==> src/rtl/uart_alu_pkg.sv <==
// Shared types and constants for the UART ALU datapath: controller states,
// default framing parameters and the opcode map used by the ALU.
package uart_alu_pkg;

  localparam int OP_W_DEF    = 6;
  localparam int GAP_CYC_DEF = 100000;

  typedef enum logic [2:0] {
    ST_IDLE    = 3'd0,
    ST_GET_B   = 3'd1,
    ST_GET_OP  = 3'd2,
    ST_EXEC    = 3'd3,
    ST_SEND    = 3'd4,
    ST_WAIT_TX = 3'd5
  } state_t;

  // MIPS-style function codes understood by the ALU
  localparam logic [OP_W_DEF-1:0] OP_ADD = 6'h20;
  localparam logic [OP_W_DEF-1:0] OP_SUB = 6'h22;
  localparam logic [OP_W_DEF-1:0] OP_AND = 6'h24;
  localparam logic [OP_W_DEF-1:0] OP_OR  = 6'h25;
  localparam logic [OP_W_DEF-1:0] OP_XOR = 6'h26;
  localparam logic [OP_W_DEF-1:0] OP_NOR = 6'h27;
  localparam logic [OP_W_DEF-1:0] OP_SRA = 6'h03;
  localparam logic [OP_W_DEF-1:0] OP_SRL = 6'h02;

endpackage

==> src/rtl/gap_timer.sv <==
// Inter-byte idle counter; saturates once GAP_CYC-1 is reached so a stalled
// frame keeps reporting expiry until the controller clears it.
module gap_timer
  import uart_alu_pkg::*;
#(
  parameter int GAP_CYC = GAP_CYC_DEF
) (
  input  logic clk,
  input  logic reset,
  input  logic clr,
  input  logic en,
  output logic expired
);

  localparam int W = (GAP_CYC > 2) ? $clog2(GAP_CYC) : 1;
  localparam logic [W-1:0] LIMIT = W'(GAP_CYC - 1);

  logic [W-1:0] count;

  always_ff @(posedge clk) begin
    if (reset)
      count <= '0;
    else if (clr)
      count <= '0;
    else if (en && (count != LIMIT))
      count <= count + 1'b1;
  end

  assign expired = (count == LIMIT);

endmodule

==> src/rtl/alu_frame_ctrl.sv <==
// Collects A/B/Op bytes from the UART receiver, drives the ALU operands,
// captures the result and hands it to the UART transmitter.
module alu_frame_ctrl
  import uart_alu_pkg::*;
#(
  parameter int DBIT    = 8,
  parameter int OP_W    = OP_W_DEF,
  parameter int GAP_CYC = GAP_CYC_DEF
) (
  input  logic            clk,
  input  logic            reset,
  input  logic            rx_done_tick,
  input  logic [DBIT-1:0] rx_dout,
  output logic [DBIT-1:0] alu_a,
  output logic [DBIT-1:0] alu_b,
  output logic [OP_W-1:0] alu_op,
  input  logic [DBIT-1:0] alu_result,
  output logic            tx_start,
  output logic [DBIT-1:0] tx_din,
  input  logic            tx_done_tick,
  output logic            busy,
  output logic            frame_err,
  output logic            drop_tick
);

  state_t state, state_next;
  logic   accept, timer_en, timer_expired;

  gap_timer #(.GAP_CYC(GAP_CYC)) u_gap_timer (
    .clk     (clk),
    .reset   (reset),
    .clr     (accept),
    .en      (timer_en),
    .expired (timer_expired)
  );

  always_ff @(posedge clk) begin
    if (reset)
      state <= ST_IDLE;
    else
      state <= state_next;
  end

  // A byte arriving on the timeout cycle wins over the timeout
  always_comb begin
    state_next = state;
    case (state)
      ST_IDLE:    if (rx_done_tick) state_next = ST_GET_B;
      ST_GET_B:   if (rx_done_tick) state_next = ST_GET_OP;
                  else if (timer_expired) state_next = ST_IDLE;
      ST_GET_OP:  if (rx_done_tick) state_next = ST_EXEC;
                  else if (timer_expired) state_next = ST_IDLE;
      ST_EXEC:    state_next = ST_SEND;
      ST_SEND:    state_next = ST_WAIT_TX;
      ST_WAIT_TX: if (tx_done_tick) state_next = ST_IDLE;
      default:    state_next = ST_IDLE;
    endcase
  end

  always_comb begin
    accept    = 1'b0;
    timer_en  = 1'b0;
    tx_start  = 1'b0;
    frame_err = 1'b0;
    drop_tick = 1'b0;
    if (!reset) begin
      case (state)
        ST_IDLE: accept = rx_dout_valid_idle();
        ST_GET_B, ST_GET_OP: begin
          accept    = rx_done_tick;
          timer_en  = 1'b1;
          frame_err = timer_expired && !rx_done_tick;
        end
        ST_SEND: begin
          tx_start  = 1'b1;
          drop_tick = rx_done_tick;
        end
        ST_EXEC, ST_WAIT_TX: drop_tick = rx_done_tick;
        default: ;
      endcase
    end
  end

  function automatic logic rx_dout_valid_idle();
    return rx_done_tick;
  endfunction

  // Operands hold until overwritten so the ALU sees stable inputs after a timeout
  always_ff @(posedge clk) begin
    if (reset) begin
      alu_a  <= '0;
      alu_b  <= '0;
      alu_op <= '0;
      tx_din <= '0;
      busy   <= 1'b0;
    end else begin
      if (accept) begin
        case (state)
          ST_IDLE:   alu_a  <= rx_dout;
          ST_GET_B:  alu_b  <= rx_dout;
          ST_GET_OP: alu_op <= rx_dout[OP_W-1:0];
          default: ;
        endcase
      end
      if (state == ST_EXEC)
        tx_din <= alu_result;
      busy <= (state_next != ST_IDLE);
    end
  end

endmodule
==> config.mk <==
export PLATFORM = sky130hd
export DESIGN_NAME = alu_frame_ctrl
export DESIGN_NICKNAME = d
export VERILOG_FILES = /design/src/rtl/uart_alu_pkg.sv /design/src/rtl/gap_timer.sv /design/src/rtl/alu_frame_ctrl.sv
export SDC_FILE = /design/constraint.sdc
export NUM_CORES = 1
export LEC_CHECK = 0
export CAP_MARGIN = 10
export CORE_ASPECT_RATIO = 0.5
export CORE_MARGIN = 2
export CORE_UTILIZATION = 30
export CTS_BUF_LIST = sky130_fd_sc_hd__clkbuf_2 sky130_fd_sc_hd__clkbuf_4 sky130_fd_sc_hd__clkbuf_8
export DETAILED_ROUTE_END_ITERATION = 8
export PLACE_DENSITY = 0.62
export SYNTH_ARGS = -nofsm -noshare
export SYNTH_HDL_FRONTEND = slang
export SYNTH_HIERARCHICAL = 1
export SYNTH_SLANG_ARGS = --single-unit
==> constraint.sdc <==
create_clock -name clk -period 2.72 [get_ports clk]
set_input_delay 0.408 -clock clk [delete_from_list [all_inputs] [get_ports clk]]
set_output_delay 0.408 -clock clk [all_outputs]
set_load 0.05 [all_outputs]
==> summary.md <==
| Metric | Value |
|---|---|
| Xor and xnor fraction of the mapped netlist area | 2.29% |
| Ys Warns | 6 |
| GRT Total Usage | 12.8% |
| Peak supply drop | 220 uV |
| Largest family of logic cells by synthesized area | simple AND/OR/NAND/NOR gates |
| Post-Synth Simple-Gate Area | 28.2% |
| Number of port buffers | 53 |
| Ports | 54 |
| DRC Markers | 0 |
| Mux cell area share after synthesis | 8.46% |
| Setup WS post-layout | 0.0668 ns |
| First-pass GRT wire length | 8500 um |
| Synthesized flop and latch total | 51 |
| Initial core utilization | 31.1% |
| Area Growth Syn to Fin | 32.9% |
| Vias in the first global route | 1,797 |
| Via Count | 1,965 |
| Slew headroom | 63.1% |
| Fillers | 743 |
| Status | complete, no violations |
| Slowest stage delay, CP | 0.51 ns |
| Adder-Cell Fraction of Synth Area | 0.546% |
| Syn_nets | 277 |
| Clock Skews | 0.00777 ns |
| Final TNS setup | 0 ns |
| R2r startpoint | u_gap_timer/count[4] |
| Layout Utilization | 41.3% |
| Setup crit end kind | output pin |
| Core Area | 0.00738 mm^2 |
| Drt via density | 4.88 |
| Placement Setup Slack | 0.276 ns |
| Post_cts resized | 1 |
| Post-Syn Area | 0.00229 mm^2 |
| Register area share after synthesis | 44.5% |
| CP arrival | 2.25 ns |
| Crit Path Class | reg -> out |
| Total Wirelength | 5290 um |
| Clock-pin slew on the worst setup and hold paths | 0.10 ns |
| Final Hold Fails | 0 |
| Initial antenna violation count | 0 |
| Clock root buffer | clkbuf_8 |
| Crit. Startpoint | u_gap_timer/count[4] |
| Reg area | 0.00102 mm^2 |
| Worst min-delay path class | reg -> reg |
| Cell family with most CP delay | simple AND/OR/NAND/NOR gates |
| Pwr dens | 488 mW/mm^2 |
| Hold path startpoint | tx_din[3] |
| Cell variety after synth | 43 |
| Cts hold-fix bufs | 0 |
| # setup viols final | 0 |
| GP Congestion | 0.807 |
| Synth Area per Inst | 8.96 um^2 |
| Worst-margin pin slew | 0.552 ns |
| MaxCap Viol Count | 0 |
| Pin count of the biggest net entering global routing | 24 |
| Slew Limit Fails | 0 |
| Worst-path cell chain | or4b_1 > nor4_4 > and2_1 > nand2b_1 > nor4_4 > buf_12 |
| Drt wl/cell | 13.1 um |
| CP most frequent cell | nor4_4 |
| Post-DP HPWL | 3810 um |
| Post-Synthesis Cells | 256 |
| CTS buffer count | 5 |
| Final Critical Period | 2.65 ns |
| Share of cells above drive strength 1 | 11.1% |
| Die ar. | 0.00840 mm^2 |
| Number of diodes | 0 |
| Die Y-Extent | 65.8 um |
| CTS tree | yes |
| Area occupied by multi-input gates | 0.00119 mm^2 |
| WP buf/inv | 1 |
| Crit path max fanout | 6 |
| Worst skew pair latency | 0.30 ns |
| Final Total Pwr | 0.00149 W |
| Worst setup SP type | register |
| Grt total ovfl | 0 |
| Chip width | 128 um |
| Rows | 22 |
| First-pass detailed-route iteration total | 4 |
| Number of DRC markers in iteration 0 | 112 |
| Post-layout nets | 327 |
| Slowest stage cell on the critical path | or4b_1 |
| Post-synthesis compound-gate area fraction | 11.7% |
| Antenna Nets Post-Route | 0 |
| Leak | 1.08 nW |
| CTS sink cnt | 51 |
| Max Fclk | 377 MHz |
| Crit path required time | 2.31 ns |
| CTS H-tree depth | 2 |
| CTS max path bufs | 2 |
| Buffers inserted by post-CTS timing repair | 0 |
| Final period util | 97.5% |
[state kept, by name, indices dropped and copies added (netlist names)]
name	cells
tx_din	8
alu_op	6
busy	1
alu_a	8
alu_b	8
u_gap_timer/count	17
state	3
[cells in the mapped netlist]
cell	number	area, um^2
or3_1	7	43.8
mux2i_1	16	160
nand4_1	5	31.3
a2111o_1	4	45.0
a2bb2oi_1	1	8.76
nand2_2	1	6.26
or4b_1	1	10.0
nor4_4	1	21.3
nand2_1	33	124
nor2_2	8	50.1
and4b_1	1	10.0
a21boi_0	1	7.51
buf_4	1	7.51
inv_1	7	26.3
or3b_4	1	11.3
ha_1	1	12.5
mux2_2	3	33.8
nand2b_1	9	56.3
or4_1	1	7.51
buf_1	1	3.75
nor3_1	3	15.0
nor2_1	9	33.8
nor4_1	1	6.26
nor3_4	1	16.3
a21boi_2	1	11.3
o31ai_1	2	15.0
and3_1	3	18.8
xnor2_1	1	8.76
and2_1	2	12.5
buf_6	2	22.5
xor2_1	5	43.8
clkbuf_1	9	33.8
or2_2	1	6.26
a21oi_1	21	105
and4_1	4	35.0
o21ai_0	11	55.1
nor2b_1	6	37.5
dfxtp_1	51	1020
nand3b_1	6	45.0
o21ai_1	4	20.0
buf_2	1	5.00
nor4b_1	1	8.76
nand3_1	8	40.0
[cells by family after synthesis]
| group | after synthesis |
|---|---|
| xor+xnor | 6 |
| fa+ha+maj | 1 |
| buf+inv | 21 |
| compound gates | 45 |
| flops | 51 |
| simple gates | 113 |
| mux | 19 |
[cell usage in the layout (no fill, tap or decap), types with 2 or more instances in the layout]
| master | Yosys | layout |
|---|---|---|
| nand3_1 | 8 | 8 |
| nor4_4 | 1 | 2 |
| nor2_1 | 9 | 9 |
| nand3b_1 | 6 | 6 |
| o21ai_1 | 4 | 4 |
| mux2i_1 | 16 | 16 |
| and2_1 | 2 | 2 |
| or3_1 | 7 | 7 |
| a2111o_1 | 4 | 4 |
| o21ai_0 | 11 | 11 |
| dfxtp_1 | 51 | 51 |
| nand2b_1 | 9 | 9 |
| xor2_1 | 5 | 5 |
| nand4_1 | 5 | 5 |
| buf_12 | 0 | 3 |
| nor2b_1 | 6 | 6 |
| nor3_1 | 3 | 3 |
| and3_1 | 3 | 3 |
| clkdlybuf4s50_1 | 0 | 50 |
| nor2_2 | 8 | 8 |
| nand2_1 | 33 | 33 |
| and4_1 | 4 | 3 |
| o31ai_1 | 2 | 2 |
| inv_1 | 7 | 7 |
| clkbuf_8 | 0 | 6 |
| buf_4 | 1 | 4 |
| a21oi_1 | 21 | 21 |
| mux2_2 | 3 | 3 |
[stage by stage]
stage / hold WS [ns] / std cells / area (um^2)
5_1_grt: 0.489 / 403 / 3050
4_1_cts: 0.468 / 403 / 3040
3_3_place_gp: 0.443 / 395 / 2940
2_1_floorplan: 0.448 / 256 / 2300
3_5_place_dp: 0.454 / 395 / 2940
6_report: 0.466 / 403 / 3050
[power breakdown]
part | leakage, nW | internal (W) | switching [W]
combinational | 0.616 | 0.0000962 | 0.000137
clock | 0.0474 | 0.000208 | 0.000255
sequential | 0.413 | 0.000769 | 0.0000215
[layer usage]
layer / track usage, % / share of wire, % / vias to the layer above
li1: - / - / 997
met1: 16.7 / 48 / 931
met2: 21.1 / 48 / 32
met3: 3.24 / 3.5 / 5
met4: 3.71 / 0.89 / 0
met5: 0 / 0 / -
[worst register-to-register path, stage by stage (launching register included)]
cell	delay [ns]
dfxtp_1	0.46
or4b_1	0.51
nor4_4	0.18
and2_1	0.21
nor4b_1	0.06
o21ai_0	0.17
o31ai_1	0.10
or3_1	0.37
[area by class of cell]
cell class | count | share of cell area, %
multi-input cells | 184 | 39.1
clock inverters | 2 | 0.534
flip-flops and latches | 51 | 33.5
repair buffers | 57 | 19.4
clock buffers | 6 | 2.71
inverters | 7 | 0.862
well taps | 96 | 3.94
[path summary, 6_finish.rpt]
check	to	slack (ns)	cells after the start
hold / removal	tx_din[3]	0.47	2
hold reg to reg	tx_din[3]	0.47	2
setup / recovery	frame_err	0.07	6
setup reg to reg	busy	0.54	7
Note: power is estimated with default switching activity, not from simulation.
